**src/rtl/osc_ctrl_mon_if.sv**
```systemverilog
// rtl/osc_ctrl_mon_if.sv - oscillator enable/clock and measurement result bundle
interface osc_ctrl_mon_if #(
    parameter int CNT_WIDTH = 16
);
    logic                 en;
    logic                 osc_clk;
    logic                 osc_dis;
    logic                 osc_ok;
    logic                 fault;
    logic [CNT_WIDTH-1:0] meas_count;
    logic                 meas_valid;

    modport master (
        output en, osc_clk,
        input  osc_dis, osc_ok, fault, meas_count, meas_valid
    );

    modport slave (
        input  en, osc_clk,
        output osc_dis, osc_ok, fault, meas_count, meas_valid
    );
endinterface

```
**src/rtl/osc_ctrl_mon.sv**
```systemverilog
// rtl/osc_ctrl_mon.sv - oscillator enable sequencer and windowed frequency monitor
// Optional OSC_AUTO_RESTART_EN: power-cycle the oscillator after a faulty window instead of halting.
module osc_ctrl_mon #(
    parameter int SETTLE_CYCLES = 256,
    parameter int WINDOW_CYCLES = 1024,
    parameter int CNT_WIDTH     = 16,
    parameter int MIN_COUNT     = 100,
    parameter int MAX_COUNT     = 140,
    parameter int OFF_CYCLES    = 64
) (
    input  logic             clk,
    input  logic             rst,
    osc_ctrl_mon_if.slave    bus
);
    localparam int MAX_A   = (SETTLE_CYCLES > WINDOW_CYCLES) ? SETTLE_CYCLES : WINDOW_CYCLES;
    localparam int MAX_CYC = (MAX_A > OFF_CYCLES) ? MAX_A : OFF_CYCLES;
    localparam int TMR_W   = $clog2(MAX_CYC + 1);

    localparam logic [TMR_W-1:0]     SETTLE_LAST = TMR_W'(SETTLE_CYCLES - 1);
    localparam logic [TMR_W-1:0]     WINDOW_LAST = TMR_W'(WINDOW_CYCLES - 1);
    localparam logic [CNT_WIDTH-1:0] MIN_C       = CNT_WIDTH'(MIN_COUNT);
    localparam logic [CNT_WIDTH-1:0] MAX_C       = CNT_WIDTH'(MAX_COUNT);
    localparam logic [CNT_WIDTH-1:0] CNT_SAT     = {CNT_WIDTH{1'b1}};
`ifdef OSC_AUTO_RESTART_EN
    localparam logic [TMR_W-1:0]     OFF_LAST    = TMR_W'(OFF_CYCLES - 1);
`endif

    typedef enum logic [2:0] {
        ST_OFF,
        ST_SETTLE,
        ST_MEASURE,
`ifdef OSC_AUTO_RESTART_EN
        ST_RESTART,
`endif
        ST_FAULT
    } state_t;

    state_t               state;
    logic [TMR_W-1:0]     timer;
    logic [CNT_WIDTH-1:0] edge_cnt;
    logic [2:0]           sync_q;    // [0],[1] synchronizer, [2] previous synchronized value
    logic                 osc_dis_q;
    logic                 osc_ok_q;
    logic                 fault_q;
    logic [CNT_WIDTH-1:0] meas_count_q;
    logic                 meas_valid_q;

    logic                 osc_rise;
    logic [CNT_WIDTH-1:0] cnt_next;
    logic                 in_range;

    assign osc_rise = sync_q[1] & ~sync_q[2];
    // The edge seen on the final window cycle is folded into the published count.
    assign cnt_next = (osc_rise && (edge_cnt != CNT_SAT)) ? edge_cnt + CNT_WIDTH'(1) : edge_cnt;
    assign in_range = (cnt_next >= MIN_C) && (cnt_next <= MAX_C);

    always_ff @(posedge clk) begin
        if (rst) begin
            state        <= ST_OFF;
            timer        <= '0;
            edge_cnt     <= '0;
            sync_q       <= '0;
            osc_dis_q    <= 1'b1;
            osc_ok_q     <= 1'b0;
            fault_q      <= 1'b0;
            meas_count_q <= '0;
            meas_valid_q <= 1'b0;
        end else begin
            sync_q       <= {sync_q[1:0], bus.osc_clk};
            meas_valid_q <= 1'b0;
            if (!bus.en) begin
                state     <= ST_OFF;
                timer     <= '0;
                edge_cnt  <= '0;
                osc_dis_q <= 1'b1;
                osc_ok_q  <= 1'b0;
                fault_q   <= 1'b0;
            end else begin
                case (state)
                    ST_OFF: begin
                        state     <= ST_SETTLE;
                        timer     <= '0;
                        osc_dis_q <= 1'b0;
                    end
                    ST_SETTLE: begin
                        if (timer == SETTLE_LAST) begin
                            state    <= ST_MEASURE;
                            timer    <= '0;
                            edge_cnt <= '0;
                        end else begin
                            timer <= timer + TMR_W'(1);
                        end
                    end
                    ST_MEASURE: begin
                        if (timer == WINDOW_LAST) begin
                            timer        <= '0;
                            edge_cnt     <= '0;
                            meas_count_q <= cnt_next;
                            osc_ok_q     <= in_range;
                            fault_q      <= !in_range;
                            meas_valid_q <= 1'b1;
                            if (!in_range) begin
`ifdef OSC_AUTO_RESTART_EN
                                state     <= ST_RESTART;
                                osc_dis_q <= 1'b1;
`else
                                state     <= ST_FAULT;
`endif
                            end
                        end else begin
                            timer    <= timer + TMR_W'(1);
                            edge_cnt <= cnt_next;
                        end
                    end
`ifdef OSC_AUTO_RESTART_EN
                    ST_RESTART: begin
                        if (timer == OFF_LAST) begin
                            state     <= ST_SETTLE;
                            timer     <= '0;
                            osc_dis_q <= 1'b0;
                        end else begin
                            timer <= timer + TMR_W'(1);
                        end
                    end
`endif
                    ST_FAULT: begin
                        state <= ST_FAULT;
                    end
                    default: begin
                        state     <= ST_OFF;
                        osc_dis_q <= 1'b1;
                    end
                endcase
            end
        end
    end

    assign bus.osc_dis    = osc_dis_q;
    assign bus.osc_ok     = osc_ok_q;
    assign bus.fault      = fault_q;
    assign bus.meas_count = meas_count_q;
    assign bus.meas_valid = meas_valid_q;
endmodule

```
**src/flat_wrapper.sv**
```systemverilog
// flat-port wrapper written by rule: the top's interface ports become plain ports
module osc_ctrl_mon_flat 
#(
    parameter int SETTLE_CYCLES = 256,
    parameter int WINDOW_CYCLES = 1024,
    parameter int CNT_WIDTH     = 16,
    parameter int MIN_COUNT     = 100,
    parameter int MAX_COUNT     = 140,
    parameter int OFF_CYCLES    = 64
)
  (clk, rst, bus_en, bus_osc_clk, bus_osc_dis, bus_osc_ok, bus_fault, bus_meas_count, bus_meas_valid);
  osc_ctrl_mon_if #(.CNT_WIDTH(CNT_WIDTH)) bus_i ();
  input  logic clk;
  input  logic rst;
  input wire logic [$bits(bus_i.en)-1:0] bus_en;
  input wire logic [$bits(bus_i.osc_clk)-1:0] bus_osc_clk;
  output wire logic [$bits(bus_i.osc_dis)-1:0] bus_osc_dis;
  output wire logic [$bits(bus_i.osc_ok)-1:0] bus_osc_ok;
  output wire logic [$bits(bus_i.fault)-1:0] bus_fault;
  output wire logic [$bits(bus_i.meas_count)-1:0] bus_meas_count;
  output wire logic [$bits(bus_i.meas_valid)-1:0] bus_meas_valid;
  assign bus_i.en = bus_en;
  assign bus_i.osc_clk = bus_osc_clk;
  assign bus_osc_dis = bus_i.osc_dis;
  assign bus_osc_ok = bus_i.osc_ok;
  assign bus_fault = bus_i.fault;
  assign bus_meas_count = bus_i.meas_count;
  assign bus_meas_valid = bus_i.meas_valid;
  osc_ctrl_mon #(.SETTLE_CYCLES(SETTLE_CYCLES), .WINDOW_CYCLES(WINDOW_CYCLES), .CNT_WIDTH(CNT_WIDTH), .MIN_COUNT(MIN_COUNT), .MAX_COUNT(MAX_COUNT), .OFF_CYCLES(OFF_CYCLES)) u_core (.clk(clk), .rst(rst), .bus(bus_i));
endmodule
```
**config.mk**
```make
export PLATFORM = sky130hd
export DESIGN_NAME = osc_ctrl_mon_flat
export DESIGN_NICKNAME = d
export VERILOG_FILES = /design/src/rtl/osc_ctrl_mon_if.sv /design/src/rtl/osc_ctrl_mon.sv /design/src/flat_wrapper.sv
export SDC_FILE = /design/constraint.sdc
export NUM_CORES = 1
export LEC_CHECK = 0
export BUFFER_PORTS_ARGS = -buffer_cell sky130_fd_sc_hd__buf_2
export CAP_MARGIN = 20
export CORE_UTILIZATION = 64
export DETAILED_ROUTE_END_ITERATION = 10
export PLACE_DENSITY = 0.91
export RECOVER_POWER = 25
export SLEW_MARGIN = 20
export SYNTH_ARGS = -nofsm -noshare
export SYNTH_HDL_FRONTEND = slang
export SYNTH_SLANG_ARGS = --single-unit
```
**constraint.sdc**
```tcl
create_clock -name clk -period 4.7 [get_ports clk]
set_input_delay 0 -clock clk [delete_from_list [all_inputs] [get_ports clk]]
set_output_delay 0 -clock clk [all_outputs]
set_load 0.05 [all_outputs]
```
==> impl_results.md, run 1 <==
- Outcome: completed
- Grt ovf: 0
- Post-Synthesis Cells: 370
- Simple-Gate Fraction of Synth Area: 28.6%
- Drc violations: 0
- Total GRT Usage: between 20% and 30%
- Routed WL: 7080 µm
- Vias per cell: 6.55
- ANT cells: 0
- Final hold slack: approximately 0.10 ns
- Worst-Skew Late Latency: 0.31 ns
- Critical path type: reg2reg
- Warnings, synthesis: 0
- Vias in the first global route: 2414
- CORE AREA: 4350 µm²
- Seq cells post-synth: 52
- Part of the Yosys area used for sequential elements: 35.8%
- CP startpoint: u_core.edge_cnt[0]
- Clock Sinks: 52
- Site row count: 24
- CP required: approximately 4.9 ns
- Register-to-Register Setup Slack: about 1.6 ns
- Root Buffer: clkbuf_8
- EDFF count, synth: 0
- Post-synth top cells: dfxtp_1 (52), nand2_1 (44), nor2_1 (42)
- I/O pin total: 24
- Hold EP: u_core.bus.meas_count[8]
- Fin. Hold Viols: 0
- Port buffer count: 23
- Mapped cell area: 2910 µm²
- Remaining antenna violation count: 0
- Worst path max stage delay: 0.58 ns
- Tcrit/Tclk final: 65.6%
- Setup violators final: 0
- Die Wd: ~69 µm
- Hpwl dp: 4980 µm
- DRT Pass-1 Iters: 7
- Cell area power density: 241 nW/µm²
- Least-Margin Pin Slew: 0.906 ns
- Crit-path slowest cell: or4_4
- Worst-case reg-to-reg path depth: 8
- Layout area overhead: 4.99%
- Top cell type's share of synthesized area: 35.8%
- Post-Syn Nets: 381
- Min Tclk post-route: 3.08 ns
- Final nets: 389
- Crit Reg-Reg Endpoint: u_core.bus.fault
- Initial core utilization: 66.8%
- Initial antenna violation count: 0
- Worst Min Path Start: rst
- CTS tree: done
- Vias post-DR: 2817
- Tot Pwr: ~0.00074 W
- CP most frequent cell: nand4_2
- Max Slew Vio Count: 0
- Count leader, synth: dfxtp_1
- Post-CTS sizing: 0
- Worst slew margin: 39.6%
- Hold Path Class: in2reg
- Element type at the critical path end: register
- Hold depth: 2
- Die Ht: 69.4 µm
- Die area: a little under 5000 µm²
- Main flop type after synthesis: dfxtp_1
- Critical R2R Launch: u_core.edge_cnt[0]
- Adder-cell share of the synthesized area: roughly 3%
- Post-DR wirelength/cell: 16.5 µm
- Synth area leaders: dfxtp_1 (36%), nand2_1 (5.7%), nor2_1 (5.4%)
- Max_cap viols: 0
- Async set-reset flop share out of synthesis: 0%
- Clock buffer count from CTS: 5
- DRT iter0 DRCs: 303
- Startpoint Class: register
- RSZ-0062 raised after global routing: no
- Max Fclk: 0.325 GHz
- Clk_skew: between 0.006 and 0.007 ns
- H-tree Lvls: 2
- Layout cell share with drive strength beyond 1: under 10%
- Largest family of logic cells by synthesized area: simple AND/OR/NAND/NOR gates
- Setup TNS: 0 ns
- First-pass GRT wire length: 11400 µm
- Worst-path cell chain: ha_1 > nand4_2 > or4_4 > nand4_2 > xnor2_1 > nor4_2 > nand4_1 > nor3b_1
- Arrival @ worst endpoint: 3.25 ns
- Compound-Gate Fraction of Synth Area: between 20% and 30%
- Multiplexer share of the synthesized area: 1.38%
- Largest net degree at the start of global routing: 26
- Clock transition at path regs: ~0.090 ns
- Xor/xnor share of the synthesized area: 4.82%
- Synth area leader: dfxtp_1
- Avg Cell Area, Syn: 7.87 µm²
- Longest Clk Path Bufs: 2
- Final Wtd Congestion: around 0.97
- P_leak: just over 1 nW
- CP max FO: 11
- Post-synthesis cell type count: 52
- Worst VDD drop: 0.144 mV
[flip-flops by register name (all words and copies together) (netlist names)]
name / flops
u_core.bus.meas_count: 16
u_core.edge_cnt: 16
u_core.timer: 11
u_core.sync_q: 3
u_core.state: 2
u_core.bus.fault: 1
u_core.bus.meas_valid: 1
u_core.bus.osc_dis: 1
u_core.bus.osc_ok: 1
[cell type report]
type / count / area (µm²)
Multi-Input combinational cell: 285 / 1730
Fill cell: 407 / 1300
Sequential cell: 52 / 1040
Timing Repair Buffer: 24 / 106
Clock buffer: 6 / 72.6
Tap cell: 52 / 65.1
Inverter: 10 / 37.5
Clock inverter: 1 / 5.00
[placed cells by master, fill, tap and decap left out, drive strengths merged, types with 3 or more instances in the layout]
master,count
nand2b,5
and3,10
o22ai,3
a2bb2oi,4
mux2i,4
a311oi,7
nand2,44
clkbuf,21
a21oi,21
nor3,7
nand3,18
nor4,8
nor2b,8
inv,10
xor2,5
nand4,7
a31oi,7
a22oi,3
a211oi,11
dfxtp,52
xnor2,11
o21ai,22
nor2,43
ha,7
buf,8
[what timing repair did]
action,CTS,global route
setup buffers,0,0
hold buffers,1,0
endpoints found under the hold margin,1,0
[worst max-delay path by stage]
stage | to | depth (start not counted)
floorplan | u_core.state[0] | 9
global placement | u_core.bus.fault | 8
detailed placement | u_core.bus.fault | 8
CTS | u_core.bus.fault | 8
global route | u_core.bus.fault | 8
finish | u_core.bus.fault | 8
[worst max-delay path: cells and delay by family (launching register included)]
family	cells	cell delay [ns]
flip-flops	1	0.55
adder cells (fa/ha/maj)	1	0.47
XOR/XNOR	1	0.11
AND/OR/NAND/NOR	6	1.80
[report_power, final]
group          internal, W  switching [W]  leakage (nW)
registers         0.000443     0.00000281         0.420
clock network     0.000102       0.000144        0.0410
logic            0.0000127      0.0000312         0.554
[metal layers]
layer,track usage [%],vias up,share of wire [%]
met4,12.7,0,3.6
li1,-,1356,-
met2,49.6,131,47
met5,0,-,0
met3,6.40,38,7.0
met1,37.2,1292,42
[cells by family after synthesis]
family          after synthesis
simple gates                163
compound gates               95
flops                        52
buf+inv                      33
xor+xnor                     16
fa+ha+maj                     7
mux                           4
[through the flow]
stage          utilization (%)  std cells  cell area [µm²]  worst slack, ns
2_1_floorplan                -        370             2910             2.43
4_1_cts                   70.6        430             3070             1.70
5_1_grt                   70.2        430             3060             1.47
6_report                  70.2        430             3060             1.62
3_3_place_gp              68.6        422             2990             1.82
3_5_place_dp              68.6        422             2990             1.74
(Power assumes the default switching activity.)
==> inputs of run 2 (changes only) <==
--- a/config.mk
+++ b/config.mk
@@ -7,9 +7,9 @@
 export LEC_CHECK = 0
 export BUFFER_PORTS_ARGS = -buffer_cell sky130_fd_sc_hd__buf_2
 export CAP_MARGIN = 20
-export CORE_UTILIZATION = 64
+export CORE_UTILIZATION = 54
 export DETAILED_ROUTE_END_ITERATION = 10
-export PLACE_DENSITY = 0.91
+export PLACE_DENSITY = 0.83
 export RECOVER_POWER = 25
 export SLEW_MARGIN = 20
 export SYNTH_ARGS = -nofsm -noshare
==> constraint.sdc (replaced) <==
create_clock -name clk -period 2.8 [get_ports clk]
set_input_delay 0 -clock clk [delete_from_list [all_inputs] [get_ports clk]]
set_output_delay 0 -clock clk [all_outputs]
set_load 0.05 [all_outputs]
==> run 2 against run 1 <==
  * Sequential cell count unchanged
  * Clock skew rose by 0.0038 ns
  * Non-clock buffer count increased by 15
  * Global-route usage shrank 3.0 points
  * Via count grew 1.8%
  * Fmax up 21%
  * Sequential power rose by 68%
  * Combinational power up 75%
  * Largest cell class unchanged
  * Core utilization is 7.8 points lower
  * Design area grew 4.9%
  * Die area grew 18%
  * Clock power is 81% higher
  * Critical endpoint is now u_core.bus.meas_count[1]
==> impl_results.md, run 2 (synthesized netlist as in run 1, its figures left out) <==
- Outcome: completed
- Largest net degree at the start of global routing: 26
- Worst slew margin: between 30% and 40%
- CTS tree: done
- CP required: about 3.0 ns
- Root Buffer: clkbuf_8
- Crit-path slowest cell: nor4_2
- Register-to-Register Setup Slack: 0.25 ns
- Routed WL: 7170 µm
- Hold Path Class: in2reg
- Cell area power density: between 300 and 400 nW/µm²
- Final Wtd Congestion: 0.969
- Core Util, Final: 62.4%
- DRT iter0 DRCs: 299
- Grt ovf: 0
- Worst path max stage delay: 0.51 ns
- Site row count: 26
- Worst-case reg-to-reg path depth: 8
- Clk_skew: 0.0102 ns
- Hpwl dp: 5030 µm
- I/O pin total: 24
- Worst-Skew Late Latency: 0.31 ns
- Max Slew Vio Count: 0
- Element type at the critical path end: register
- Post-DR wirelength/cell: between 15 and 20 µm
- CTS Hold Bufs: 1
- Layout cell share with drive strength beyond 1: approximately a tenth
- Final hold slack: 0.0986 ns
- Critical R2R Launch: u_core.timer[0]
- Worst VDD drop: 0.312 mV
- Max_cap viols: 0
- RSZ-0062 raised after global routing: no
- CP most frequent cell: and3_1
- Port buffer count: 23
- Die area: 5690 µm²
- Longest Clk Path Bufs: 2
- Die Wd: 75.4 µm
- Clock transition at path regs: about 0.10 ns
- Vias in the first global route: 2473
- Critical path type: reg2reg
- Min Tclk post-route: 2.55 ns
- CORE AREA: 5140 µm²
- Initial antenna violation count: 0
- P_leak: ~1.1 nW
- ANT cells: 0
- DRT Pass-1 Iters: 5
- CP max FO: 25
- Hold EP: u_core.sync_q[2]
- Final cell count without fillers: 464
- Clock buffer count from CTS: 5
- Crit Reg-Reg Endpoint: u_core.bus.meas_count[1]
- Most frequent cells in the layout: dfxtp_1 (52), nand2_1 (44), nor2_1 (42)
- Total GRT Usage: 26.8%
- Post-CTS Setup Repair Bufs: 0
- Startpoint Class: register
- Placed Cells: 455
- Clock Sinks: 52
- Least-Margin Pin Slew: 0.932 ns
- Setup TNS: 0 ns
- Arrival @ worst endpoint: about 2.8 ns
- Vias per cell: 6.18
- Drc violations: 0
- Die Ht: 75.4 µm
- Tcrit/Tclk final: between 90% and 100%
- Initial core utilization: a little under three fifths
- Layout area overhead: 10.1%
- Setup violators final: 0
- Fin. Hold Viols: 0
- Most common cell after layout, fill and taps aside: dfxtp_1
- Max Fclk: ~0.4 GHz
- Worst Min Path Start: rst
- Post-CTS sizing: 0
- Vias post-DR: 2868
- H-tree Lvls: 2
- Fillcell total: about 500
- Worst-path cell chain: ha_1 > nand3_1 > nor4_2 > and3_1 > and3_1 > buf_4 > nor2_1 > a311oi_1
- Tot Pwr: 0.00127 W
- Final nets: 404
- First-pass GRT wire length: approximately 12000 µm
- Remaining antenna violation count: 0
- Hold depth: 2
## run 2: cell count changes in the layout (fill, tap and decap cells not counted)
cell      previous run  this run
clkinv_2             1         2
clkbuf_8             5         6
buf_4                0        15
clkbuf_1            16        15
## run 2: worst max path at each step
stage,cells after the start,slack [ns],from,to
floorplan,9,0.53,u_core.edge_cnt[0],u_core.state[0]
global placement,8,0.40,u_core.timer[0],u_core.bus.meas_count[1]
detailed placement,8,0.33,u_core.timer[0],u_core.bus.meas_count[1]
CTS,8,0.28,u_core.timer[0],u_core.bus.meas_count[1]
global route,8,0.02,u_core.timer[0],u_core.bus.meas_count[3]
finish,8,0.25,u_core.timer[0],u_core.bus.meas_count[1]
## run 2: cell type report
cell class | instances | area [µm²] | area share [%]
clock buffer | 6 | 82.6 | 2.58
clock inverter | 2 | 10.0 | 0.312
inverter | 10 | 37.5 | 1.17
multi-input combinational | 285 | 1730 | 53.9
sequential | 52 | 1040 | 32.5
tap | 70 | 87.6 | 2.73
timing repair buffer | 39 | 219 | 6.83
## run 2: per-stage QoR
| stage | setup slack [ns] | cell area (µm²) |
|---|---|---|
| after global routing | 0.0203 | 3210 |
| after floorplan | 0.532 | 2910 |
| after global placement | 0.398 | 3120 |
| after detailed placement | 0.331 | 3120 |
| final | 0.252 | 3210 |
| after CTS | 0.285 | 3220 |
## run 2: where the power goes
| group | internal [W] | leakage [nW] | total [W] | switching, W |
|---|---|---|---|---|
| Clock | 0.000198 | 0.0510 | 0.000445 | 0.000247 |
| Sequential | 0.000744 | 0.420 | 0.000748 | 0.00000466 |
| Combinational | 0.0000247 | 0.632 | 0.0000769 | 0.0000523 |
| Total | 0.000966 | 1.10 | 0.00127 | 0.000304 |
## run 2: metal layers
metal / global-route usage, % / part of all wire (%) / up-vias
met4: 9.67 / 2.2 / 0
li1: - / - / 1389
met1: 34.9 / 44 / 1353
met3: 4.76 / 6.2 / 16
met5: 0 / 0 / -
met2: 44.5 / 47 / 110
## run 2: critical path, delay by kind of cell (launching register included)
family / cells / cell delay [ns]
AO/OA/AOI/OAI: 1 / 0.23
adder cells (fa/ha/maj): 1 / 0.23
buffers and inverters: 1 / 0.28
flip-flops: 1 / 0.41
AND/OR/NAND/NOR: 5 / 1.30
